$ cat config.mk
export PLATFORM = sky130hd
export DESIGN_NAME = unidade_controle_jogo
export DESIGN_NICKNAME = d
export VERILOG_FILES = /design/src/rtl/unidade_controle_jogo.sv
export SDC_FILE = /design/constraint.sdc
export NUM_CORES = 1
export LEC_CHECK = 0
export CAP_MARGIN = 0
export CELL_PAD_IN_SITES_DETAIL_PLACEMENT = 1
export CELL_PAD_IN_SITES_GLOBAL_PLACEMENT = 2
export CORE_AREA = 2 2 44 46
export DETAILED_ROUTE_END_ITERATION = 7
export DIE_AREA = 0 0 46 48
export GPL_TIMING_DRIVEN = 0
export PLACE_DENSITY = 0.81
export SYNTH_ARGS = -nofsm -noshare
export SYNTH_HDL_FRONTEND = slang
export SYNTH_SLANG_ARGS = --single-unit
$ cat constraint.sdc
create_clock -name clock -period 1.1 [get_ports clock]
set_input_delay 0.11 -clock clock [delete_from_list [all_inputs] [get_ports clock]]
set_output_delay 0.11 -clock clock [all_outputs]
set_load 0.02 [all_outputs]
$ cat src/rtl/unidade_controle_jogo.sv
// unidade_controle_jogo: Moore control unit for the experiment-4 game datapath.
// It clears the counter and move register, waits for each played move, latches it,
// checks it against the ROM and steps the address until a mistake or the last address.
// Optional macro TIMEOUT_EN adds an idle timer in ESPERA that ends the round in
// FIM_TIMEOUT after TIMEOUT_CYCLES cycles without a move.
module unidade_controle_jogo #(
    parameter int TIMEOUT_CYCLES = 5000
) (
    input  logic       clock,
    input  logic       reset,
    input  logic       iniciar,
    input  logic       jogada_feita,
    input  logic       igual,
    input  logic       fimC,
    output logic       zeraC,
    output logic       contaC,
    output logic       zeraR,
    output logic       registraR,
    output logic       pronto,
    output logic       acertou,
    output logic       errou,
    output logic       timeout,
    output logic [3:0] db_estado
);

    // The enum values double as the debug display codes.
    typedef enum logic [3:0] {
        INICIAL     = 4'h0,
        PREPARACAO  = 4'h1,
        ESPERA      = 4'h2,
        REGISTRA    = 4'h3,
        COMPARACAO  = 4'h4,
        PROXIMO     = 4'h5,
        FIM_ACERTO  = 4'hA,
        FIM_TIMEOUT = 4'hD,
        FIM_ERRO    = 4'hE
    } estado_t;

    estado_t state_q, state_d;

    // A timer window shorter than two cycles cannot be represented sensibly.
    if (TIMEOUT_CYCLES < 2) begin : gBadTimeout
        $error("unidade_controle_jogo: TIMEOUT_CYCLES must be at least 2");
    end

`ifdef TIMEOUT_EN
    localparam int TW = $clog2(TIMEOUT_CYCLES);

    logic [TW-1:0] timer_q, timer_d;
    logic          timeoutHit;

    assign timeoutHit = (timer_q == TW'(TIMEOUT_CYCLES - 1));

    // Timer only runs while the FSM keeps waiting in ESPERA, so every fresh entry
    // into ESPERA (and every other state) sees it at zero.
    always_comb begin
        timer_d = '0;
        if (state_q == ESPERA && state_d == ESPERA) begin
            timer_d = timer_q + 1'b1;
        end
    end

    // Timer register, cleared by the asynchronous reset.
    always_ff @(posedge clock or negedge reset) begin
        if (!reset) begin
            timer_q <= '0;
        end else begin
            timer_q <= timer_d;
        end
    end
`endif

    // State register; reset drops straight back to INICIAL without waiting for a clock.
    always_ff @(posedge clock or negedge reset) begin
        if (!reset) begin
            state_q <= INICIAL;
        end else begin
            state_q <= state_d;
        end
    end

    // Next-state selection; inputs are only looked at in the states that use them.
    always_comb begin
        state_d = INICIAL;
        case (state_q)
            INICIAL:    state_d = iniciar ? PREPARACAO : INICIAL;
            PREPARACAO: state_d = ESPERA;
            ESPERA: begin
                if (jogada_feita) begin
                    state_d = REGISTRA;
`ifdef TIMEOUT_EN
                end else if (timeoutHit) begin
                    state_d = FIM_TIMEOUT;
`endif
                end else begin
                    state_d = ESPERA;
                end
            end
            REGISTRA:   state_d = COMPARACAO;
            COMPARACAO: begin
                if (!igual) begin
                    state_d = FIM_ERRO;
                end else if (fimC) begin
                    state_d = FIM_ACERTO;
                end else begin
                    state_d = PROXIMO;
                end
            end
            PROXIMO:    state_d = ESPERA;
            FIM_ACERTO: state_d = iniciar ? PREPARACAO : FIM_ACERTO;
            FIM_ERRO:   state_d = iniciar ? PREPARACAO : FIM_ERRO;
`ifdef TIMEOUT_EN
            FIM_TIMEOUT: state_d = iniciar ? PREPARACAO : FIM_TIMEOUT;
`endif
            default:    state_d = INICIAL;
        endcase
    end

    // Moore output decode from the state register alone.
    always_comb begin
        zeraC     = 1'b0;
        contaC    = 1'b0;
        zeraR     = 1'b0;
        registraR = 1'b0;
        pronto    = 1'b0;
        acertou   = 1'b0;
        errou     = 1'b0;
        timeout   = 1'b0;
        case (state_q)
            PREPARACAO: begin
                zeraC = 1'b1;
                zeraR = 1'b1;
            end
            REGISTRA:   registraR = 1'b1;
            PROXIMO:    contaC    = 1'b1;
            FIM_ACERTO: begin
                pronto  = 1'b1;
                acertou = 1'b1;
            end
            FIM_ERRO: begin
                pronto = 1'b1;
                errou  = 1'b1;
            end
`ifdef TIMEOUT_EN
            FIM_TIMEOUT: begin
                pronto  = 1'b1;
                timeout = 1'b1;
            end
`endif
            default: ;
        endcase
    end

    assign db_estado = state_q;

endmodule

==> results.toml <==
[synthesis]
avgSynthCellArea_sq_um = 8.58
ys_warn_count = 0
synth-async-reset-ratio_pct = 100
synth_area_leaders = "dfrtp_1 33%, and2_1 6.3%, buf_4 5.0%"
synth.top_cell.area_share_pct = 33.3
yosysMostFrequentCell = "dfrtp_1"
ys_ff_latch = 4
synthCells = 35
yosysSeqAreaShare_pct = 33.3
synth_nets = 41
synth_edf_count = 0
synth_top_area_cell = "dfrtp_1"
ys.flop_type = "dfrtp_1"
synth.distinct_cells = 25
synth_area_sq_um = 300
ys_top_cells_by_count = "4 x dfrtp_1, 3 x and2_1"

[route]
vias = 387
drc = 0
vias_per_cell = 4.55
ant_nets = 0
wl_mm = 1.09
drtIter0Drc = 0
drt-pass1-iter-count = 1
wire_per_inst_um = 12.8

[place]
placed_area_sq_um = 504
place_congestion = 0.675
dp_hpwl_um = 611
portBuffers = 16
post-place-ws_ns = -0.601

[floorplan]
fp.dieH_um = 48
start_util_pct = 17.8
dieArea_sq_um = 2210
dieWidth_um = 46
core-area_sq_um = 1690
rows = 15
io_pins = 18

[sta]
holdWs_ns = 0.0573
drv_slew = 0
max_freq_ghz = 0.694
min_period_over_period_pct = 131
setup_ws_ns = -0.340
rsz0062_at_grt = "true"
fin_tns_setup_ns = -2.61
post-route-min-period_ns = 1.44
setup_viol_count_final = 12
hold_viol_final = 0
fin_skew_ns = 0.00983

[setup_path]
worstSetupEndpoint = "zeraR"
rr_endpoint = "db_estado[1]"
end_kind = "primary output"
cp-start-kind = "flop"
crit_required_ns = 0.99
crit_path_start = "db_estado[2]"
reg2reg_from = "db_estado[3]"
rrSetupSlack_ns = -0.24
ff2ff_path_depth = 5
path_class = "flop to primary output"
cp.arrival_ns = 1.33
cp_max_fo = 3

[grt]
grt_pass1_vias = 365
grt_max_degree = 9
grt_overflow = 0
antenna_found_initial = 0
grt_pass1_wl_mm = 1.66
grt_use_total_pct = 11.3

[final_layout]
largest_reg_flops = 4
n_antenna_cell = 0
design_area_sq_um = 722
area_growth_pct = 140
drive_above_1_share_pct = 73.5
fin_nets = 76

[clocking]
path_clk_slew_ns = 0.04
cts_htree_levels = 1
clock_sinks = 4
cts_root_buffer = "clkbuf_4"
cts_tree = "built"
postCtsHoldBufs = 0
cts_buffer_depth = 2
cts_buffers = 3
clk_latency_ns = 0.25

[pwr]
p_leak_nw = 0.336
p_per_area_nw_per_um2 = 2600
vdd_ir_drop_max_mv = 0.809

[run_status]
violations = "negative setup slack"
status = "finished with violations"

[min_path]
min_path_type = "input pin to asynchronous set/reset pin"

[flow_run]
max_cap_viol_count = 0
## cell type report
class / count / area [sq um]
Fill cell: 200 / 967
Timing Repair Buffer: 30 / 299
Multi-Input combinational cell: 25 / 229
Sequential cell: 4 / 105
Buffer: 3 / 33.8
Clock buffer: 3 / 22.5
Tap cell: 17 / 21.3
Inverter: 3 / 11.3
## cell usage in the layout (no fill, tap or decap), types with 2 or more instances in the layout
| cell type | instances |
|---|---|
| clkdlybuf4s50_1 | 5 |
| and3_4 | 2 |
| nor2_4 | 2 |
| nand2_1 | 2 |
| dfrtp_2 | 4 |
| buf_6 | 13 |
| buf_4 | 9 |
| and2_4 | 3 |
| buf_8 | 2 |
| clkbuf_4 | 3 |
| inv_1 | 2 |
## cells by family (layout without fill, tap and decap cells)
kind of cell	count (synthesis)	after routing	share of synthesized area, %
muxes	1	1	3.75
AOI/OAI and AO/OA	8	8	18.8
other	1	1	1.25
and+or+nand+nor	15	15	30.4
DFF	4	4	33.3
buffers and inverters	6	39	12.5
## where the power goes
part           internal (mW)  total [mW]  switching [mW]
combinational          0.769        1.36           0.595
clock                  0.123       0.197          0.0740
sequential             0.218       0.315          0.0969
total                   1.11        1.88           0.766
## per-stage QoR
stage / util, % / power, mW / cells
2_1_floorplan: - / 0.819 / 35
3_3_place_gp: 29.9 / 1.14 / 68
3_5_place_dp: 29.9 / 1.14 / 68
4_1_cts: 38.1 / 1.62 / 80
5_1_grt: 42.7 / 1.99 / 85
6_report: 42.7 / 1.88 / 85
## per-layer routing
| layer | track usage (%) | routed length (um) |
|---|---|---|
| met5 | 0 | 0 |
| met4 | 10.3 | 19 |
| met3 | 2.26 | 48 |
| met2 | 18.3 | 598 |
| met1 | 12.3 | 418 |
## critical path: stages, from the launching register on
cell     delay, ns
dfrtp_2       0.40
buf_8         0.12
nor3b_4       0.20
and2_4        0.17
buf_6         0.08
buf_6         0.10
## how the worst min path moves through the flow
| stage | startpoint | endpoint | cells past startpoint |
|---|---|---|---|
| global placement | reset | db_estado[1] | 1 |
| global route | reset | db_estado[0] | 1 |
| floorplan | reset | db_estado[0] | 0 |
| finish | reset | db_estado[0] | 1 |
| detailed placement | reset | db_estado[1] | 1 |
| CTS | reset | db_estado[0] | 1 |
## repair_timing
action                                  4_1_cts  5_1_grt
cloned                                        0        0
hold endpoints to repair                      0        0
resized for setup                            58       18
pin swaps                                     8        4
endpoints found under the setup margin       12       15
buffers inserted                              9        5
Note: power is estimated with default switching activity, not from simulation.
